<file path="src/rtl/hex_reg_bank.sv">
// hex_reg_bank: NUM_CH Avalon-MM data registers plus a CTRL register; one register is exported to the hex display.
// Timed auto-scan of the channels (dwell counter, CTRL.SCAN) is built only when HEX_AUTOSCAN_EN is defined.
module hex_reg_bank #(
    parameter int DATA_W = 16,
    parameter int NUM_CH = 4,
    parameter int ADDR_W = 3,
    parameter int DWELL  = 50000000
) (
    input  logic              clk_clk,
    input  logic              reset_reset,
    input  logic [ADDR_W-1:0] avs_address,
    input  logic              avs_write,
    input  logic [31:0]       avs_writedata,
    input  logic [3:0]        avs_byteenable,
    input  logic              avs_read,
    output logic [31:0]       avs_readdata,
    output logic              avs_readdatavalid,
    output logic [DATA_W-1:0] to_hex_export,
    output logic [3:0]        to_hex_channel,
    output logic              to_hex_update
);
    localparam logic [ADDR_W-1:0] CTRL_ADDR = ADDR_W'(NUM_CH);
    localparam logic [4:0]        NUM_CH_5  = 5'(NUM_CH);

    logic [DATA_W-1:0] data_regs [NUM_CH];
    logic              freeze_q;
    logic [3:0]        sel_q;
    logic              scan_bit;
    logic              ctrl_wr_lane0;
    logic [31:0]       be_mask;
    logic [31:0]       ctrl_view;
    logic [31:0]       rd_view;
    logic [3:0]        manual_ch;
    logic [3:0]        eff_ch;
    logic [DATA_W-1:0] eff_data;

    function automatic logic [3:0] clamp_ch(input logic [3:0] s);
        return ({1'b0, s} >= NUM_CH_5) ? 4'd0 : s;
    endfunction

    // All writable CTRL fields live in byte lane 0.
    assign ctrl_wr_lane0 = avs_write && (avs_address == CTRL_ADDR) && avs_byteenable[0];
    assign be_mask   = {{8{avs_byteenable[3]}}, {8{avs_byteenable[2]}},
                        {8{avs_byteenable[1]}}, {8{avs_byteenable[0]}}};
    assign ctrl_view = {12'd0, to_hex_channel, 8'd0, sel_q, 2'd0, freeze_q, scan_bit};
    assign manual_ch = clamp_ch(sel_q);

    always_comb begin
        rd_view = 32'd0;
        for (int i = 0; i < NUM_CH; i++) begin
            if (avs_address == ADDR_W'(i)) rd_view = 32'(data_regs[i]);
        end
        if (avs_address == CTRL_ADDR) rd_view = ctrl_view;
    end

    always_comb begin
        eff_data = '0;
        for (int i = 0; i < NUM_CH; i++) begin
            if (eff_ch == 4'(i)) eff_data = data_regs[i];
        end
    end

    // Byte lanes above DATA_W fall off in the truncating cast.
    always_ff @(posedge clk_clk or posedge reset_reset) begin
        if (reset_reset) begin
            for (int i = 0; i < NUM_CH; i++) data_regs[i] <= '0;
            freeze_q <= 1'b0;
            sel_q    <= 4'd0;
        end else begin
            for (int i = 0; i < NUM_CH; i++) begin
                if (avs_write && (avs_address == ADDR_W'(i)))
                    data_regs[i] <= DATA_W'((32'(data_regs[i]) & ~be_mask) | (avs_writedata & be_mask));
            end
            if (ctrl_wr_lane0) begin
                freeze_q <= avs_writedata[1];
                sel_q    <= avs_writedata[7:4];
            end
        end
    end

    always_ff @(posedge clk_clk or posedge reset_reset) begin
        if (reset_reset) begin
            avs_readdata      <= 32'd0;
            avs_readdatavalid <= 1'b0;
        end else begin
            avs_readdatavalid <= avs_read;
            if (avs_read) avs_readdata <= rd_view;
        end
    end

    always_ff @(posedge clk_clk or posedge reset_reset) begin
        if (reset_reset) begin
            to_hex_export  <= '0;
            to_hex_channel <= 4'd0;
            to_hex_update  <= 1'b0;
        end else if (!freeze_q) begin
            to_hex_export  <= eff_data;
            to_hex_channel <= eff_ch;
            to_hex_update  <= (eff_data != to_hex_export);
        end else begin
            to_hex_update  <= 1'b0;
        end
    end

`ifdef HEX_AUTOSCAN_EN
    localparam int              CNT_W      = $clog2(DWELL);
    localparam logic [CNT_W-1:0] DWELL_LAST = CNT_W'(DWELL - 1);
    localparam logic [3:0]      LAST_CH    = 4'(NUM_CH - 1);

    logic             scan_q;
    logic [CNT_W-1:0] dwell_cnt;
    logic [3:0]       scan_ch;

    // A SCAN 0->1 write restarts the dwell at the clamped SEL carried by that same write.
    always_ff @(posedge clk_clk or posedge reset_reset) begin
        if (reset_reset) begin
            scan_q    <= 1'b0;
            dwell_cnt <= '0;
            scan_ch   <= 4'd0;
        end else begin
            if (ctrl_wr_lane0) scan_q <= avs_writedata[0];
            if (ctrl_wr_lane0 && avs_writedata[0] && !scan_q) begin
                dwell_cnt <= '0;
                scan_ch   <= clamp_ch(avs_writedata[7:4]);
            end else if (scan_q && !freeze_q) begin
                if (dwell_cnt == DWELL_LAST) begin
                    dwell_cnt <= '0;
                    scan_ch   <= (scan_ch == LAST_CH) ? 4'd0 : scan_ch + 4'd1;
                end else begin
                    dwell_cnt <= dwell_cnt + CNT_W'(1);
                end
            end
        end
    end

    assign scan_bit = scan_q;
    assign eff_ch   = scan_q ? scan_ch : manual_ch;
`else
    assign scan_bit = 1'b0;
    assign eff_ch   = manual_ch;
`endif

endmodule

</file>
<file path="config.mk">
export PLATFORM = sky130hd
export DESIGN_NAME = hex_reg_bank
export DESIGN_NICKNAME = d
export VERILOG_FILES = /design/src/rtl/hex_reg_bank.sv
export SDC_FILE = /design/constraint.sdc
export NUM_CORES = 1
export LEC_CHECK = 0
export ABC_AREA = 1
export CAP_MARGIN = 0
export CORE_MARGIN = 5
export CORE_UTILIZATION = 40
export DETAILED_ROUTE_END_ITERATION = 8
export DONT_BUFFER_PORTS = 1
export PLACE_DENSITY_LB_ADDON = 0.15
export SYNTH_ARGS = -nofsm -noshare
export SYNTH_HDL_FRONTEND = slang
export SYNTH_SLANG_ARGS = --single-unit
export TNS_END_PERCENT = 5
</file>
<file path="constraint.sdc">
create_clock -name clk_clk -period 4.5 [get_ports clk_clk]
set_input_delay 0.225 -clock clk_clk [delete_from_list [all_inputs] [get_ports clk_clk]]
set_output_delay 0.225 -clock clk_clk [all_outputs]
set_load 0.05 [all_outputs]
</file>
=== After elaboration in Yosys (flattened, before gate mapping) ===
Cells that the tools add are included.

* Divide/modulo/power cells: 0
* $mul: 0
* Add/subtract/negate cells: 0
* Bitwise gates (word level): 10
* Reduce and logical (&&, ||, !) cells: 8
* Equality and inequality tests: 8
* Magnitude comparators: 1
* Shift-type cells: 0
* Muxes and demuxes: 11

{| class="wikitable"
|+ Operators with widths
! cell !! number
|-
| 32-bit 2-to-1 mux || 4
|-
| 16-bit bitwise AND || 5
|-
| 16-bit 2-to-1 mux || 5
|-
| 16-bit bitwise OR || 4
|-
| 16-bit != test || 1
|-
| 16-bit inverter || 1
|-
| 4-bit by 2-bit equality test with 1-bit output (second input constant) || 2
|-
| 3-bit by 2-bit equality test with 1-bit output (second input constant) || 2
|-
| 1-bit logical AND || 6
|-
| 4-bit by 1-bit equality test with 1-bit output (second input constant) || 1
|-
| 4-bit by 3-bit greater-or-equal comparator with 1-bit output (second input constant) || 1
|-
| 4-bit logical NOT || 1
|-
| 4-bit 2-to-1 mux || 1
|-
| 3-bit by 1-bit equality test with 1-bit output (second input constant) || 1
|-
| 3-bit equality test (second input constant) || 1
|-
| 3-bit logical NOT || 1
|-
| 1-bit 2-to-1 mux || 1
|}

* Logic and storage cells: 49
* Bits in latches: 0
* Bits of input ports: 43
* Output and inout bits: 54
* Memories kept: 0
* ROM bits: 0
* RAM bits: 0
* Register bits after elaboration: 123

=== Longest topological paths before layout ===
* Word-level depth: 9
* Mapped depth: 14
* Depth with buffers taken out: 14

=== Least setup slack after synthesis ===
Ideal clock, no wire load.

* Kind: register -> register
* From: register sel_q[2]
* To: register to_hex_update
* Setup slack: 2.859 ns
* Library setup time: 0.136 ns
* Buffers on the path: 1
* Stages on the path, launching flop included: 14
* Required time: 4.364 ns
* Data arrival time: 1.505 ns
* Cell sequence: dfrtp_1 > nor2_4 > nand2_2 > nor2_2 > buf_4 > nand2_1 > nand2_1 > nand2_1 > nand2_1 > nand2_1 > nor2_1 > nand2_1 > nor2_1 > a21oi_1

* Longest elaborated chain between the ends: 9
* Elaborated cells between the ends (all ways): 12
* Classes of those cells: order compare: 1; eq/ne: 4; mux: 6; reduce/logical: 1

{| class="wikitable"
|+ Ends and longest elaborated chain
! item !! line !! text
|-
| start, declared || 27 || <nowiki>logic [3:0] sel_q;</nowiki>
|-
| start signal, assigned || 76 || <nowiki>sel_q <= avs_writedata[7:4];</nowiki>
|-
| 4-bit by 3-bit greater-or-equal comparator with 1-bit output || 38 || <nowiki>return ({1'b0, s} >= NUM_CH_5) ? 4'd0 : s;</nowiki>
|-
| 4-bit 2-to-1 mux * || 38 ||
|-
| 4-bit logical NOT || 59 || <nowiki>if (eff_ch == 4'(i)) eff_data = data_regs[i];</nowiki>
|-
| 16-bit 2-to-1 mux (3 in series) || 59 ||
|-
| 16-bit 2-to-1 mux * || 59 ||
|-
| 16-bit != test * || 99 || <nowiki>to_hex_update <= (eff_data != to_hex_export);</nowiki>
|-
| 1-bit 2-to-1 mux * || 96 || <nowiki>end else if (!freeze_q) begin</nowiki>
|-
| end signal, assigned || 99 ||
|-
| end, declared || 20 || <nowiki>output logic to_hex_update</nowiki>
|}

Mark *: on every way between the ends. The rest lies on a longest branch, timed or not.
A chain may end at the register's enable or synchronous reset.

=== Final worst setup path ===
Ends and elaborated chain as after synthesis.

==> metrics <==
Final Wtd Congestion=0.8537; Final Power=0.003303 W; initial antenna violation count=0; Fin Clk Skew=0.01056 ns; # rows=42; Tcrit/Tclk final=0.5892; Syn Area/Cell=just under 8 µm²; CTS HTree Levels=3; die height=roughly 130 µm; # port buffers=0; register area share after synthesis=0.5056; post-synth design cell area=0.005494 mm²; worst-margin pin slew=0.9717 ns; routed wire length=15,210 µm; most frequent cells in the layout=nand2_1 (262), o21ai_0 (118), dfrtp_1 (111); relative slew slack=0.3522; CTS root buf=clkbuf_16; Worst-Skew Late Latency=0.36 ns; Final Setup Violations=0; status=finished, violations left; vias in the first global route=4,179; combinational fraction of design power=0.223; Fmax achieved=0.3771 GHz; count of different cell masters after synthesis=26; Clock Tree Buf Depth=2; Placed Instances=864; power density cells=between 500 and 600 mW/mm²; r2r startpoint=sel_q[2]; TritonCTS clock tree=done; # clock sinks=approximately 110; failing checks=hold timing; Layout Nets=around 740; Worst R2R Setup Slack=1.85 ns; GRT Overall Usage=0.1903; Via density=about 5.3; Flop pwr share=0.532; HP Class=primary input to asynchronous set/reset pin; reg-to-reg endpoint=to_hex_update; max-cap viol count=0; DR iter-0 viols=approximately 530; endpoint class of the critical path=flop; Sw Share=0.4407; post-route insts no fill=881; Synth Instances=between 700 and 800; drt drc=0; clk slew on worst S/H paths=0.08 ns; core area=0.01335 mm²; cell leakage power=around 2.9 nW; first-pass GRT wire length=24,110 µm; Syn. warnings=0; drt pass-1 iters=5; Resized cells post-CTS=0; Pint=0.001847 W; DPL Wire Length=11,280 µm; most common cell after layout, fill and taps aside=nand2_1; largest net degree at the start of global routing=between 70 and 80; Starting Density=0.4116; Area Growth Syn to Fin=7.014%; worst endpoint required time=4.70 ns; Inserted Clock Buffers=9; PnR worst setup slack=about 1.8 ns; die width=around 130 µm; dpl ws=1.844 ns; CP Class=flop to flop; die area=~0.016 mm²; clock share of power=0.246; wire length per cell after detailed routing=approximately 17 µm; hold slack=-0.04460 ns; RSZ-0062 raised after global routing=false; Worst VDD drop=0.1964 mV; io pins=97; Seq cells post-synth=111; fin. max-slew vios=0; Sw Pwr=0.001455 W; CP Launch Type=flop; remaining antenna violation count=0; Antenna diodes=0; final hold vios=56; Post-CTS Setup Repair Bufs=0; Worst Path Max Fanout=16; layout cells sized above 1=0.04255; CP arrival=~2.9 ns; routed via count=4,649; GRT Residual Overflow=0; R2R cell count=12; Tmin final=2.651 ns; Final TNS setup=0 ns
-- metal layers --
layer	wire [µm]	vias to the layer above	track usage	part of all wire
li1	-	2247	-	-
met1	7407	2188	0.2918	0.49
met2	6337	197	0.2712	0.42
met3	1227	17	0.03715	0.081
met4	238	0	0.05741	0.016
met5	0	-	0	0
-- cell families (layout without fill, tap and decap cells) --
group | Yosys count | count (layout) | synth area share
flip-flops | 111 | 111 | 0.5056
buffers and inverters | 120 | 102 | 0.09292
AO/OA/AOI/OAI | 155 | 155 | 0.1551
other | 1 | 12 | 0.0006826
AND/OR/NAND/NOR | 325 | 325 | 0.2457
-- power by group through the flow --
stage | logic (W) | registers, W | clock network (W)
after floorplan | 0.000602 | 0.00168 | 0
after global placement | 0.000717 | 0.00177 | 0
after detailed placement | 0.000734 | 0.00177 | 0
after CTS | 0.000737 | 0.00175 | 0.000825
after global routing | 0.000859 | 0.00179 | 0.000865
final | 0.000736 | 0.00176 | 0.000811
-- area by class of cell --
type / instances / area [µm²]
fill: 1387 / 7468
sequential: 111 / 2778
multi-input combinational: 492 / 2247
inverter: 83 / 314.1
clock buffer: 9 / 225.2
tap: 176 / 220.2
clock inverter: 7 / 70.07
timing repair buffer: 3 / 25.02
-- how the worst max path moves through the flow --
stage	slack, ns	from	end	cells past startpoint
6_report	1.85	sel_q[2]	to_hex_update	12
5_1_grt	1.57	sel_q[2]	to_hex_update	12
4_1_cts	1.82	sel_q[2]	to_hex_update	12
3_5_place_dp	1.84	sel_q[2]	to_hex_update	12
3_3_place_gp	1.82	sel_q[2]	to_hex_update	12
2_1_floorplan	1.34	reset_reset	asynchronous set/reset pin	1
-- synthesized netlist by cell type, drive strengths merged --
cell / count / share of area
nand3b: 7 / 0.0096
o21ai: 118 / 0.11
a221oi: 10 / 0.016
a21oi: 11 / 0.010
a41oi: 2 / 0.0032
dfrtp: 111 / 0.51
inv: 83 / 0.057
nand2: 264 / 0.18
o211ai: 2 / 0.0027
a211oi: 3 / 0.0041
nand3: 15 / 0.014
o22ai: 6 / 0.0068
clkbuf: 16 / 0.011
nor2: 22 / 0.021
o221ai: 3 / 0.0048
buf: 21 / 0.025
or2: 3 / 0.0034
nand4: 14 / 0.016
conb: 1 / 0.00068
-- timing repair --
action / in CTS / in global routing
setup endpoints to repair: 0 / 0
endpoints found under the hold margin: 3 / 0
hold buffers: 1 / 0
-- metrics by stage --
stage / utilization / instance area (µm²)
after floorplan: - / 5535
after global placement: 0.4176 / 5574
after detailed placement: 0.4176 / 5574
after CTS: 0.4405 / 5879
after global routing: 0.4405 / 5879
final: 0.4405 / 5879
-- worst max-delay path, cell delays in order (launching register included) --
cell and delay, ns:
dfrtp_1 0.43, nor2_4 0.41, nand2_2 0.34, nor2_2 0.49, nand2_1 0.10, nand2_1 0.13
nand2_1 0.08, nand2_1 0.06, nand2_1 0.05, nor2_1 0.09, nand2_1 0.07, nor2_1 0.15
a21oi_1 0.09
No activity file was read; power rests on OpenSTA's default activity.
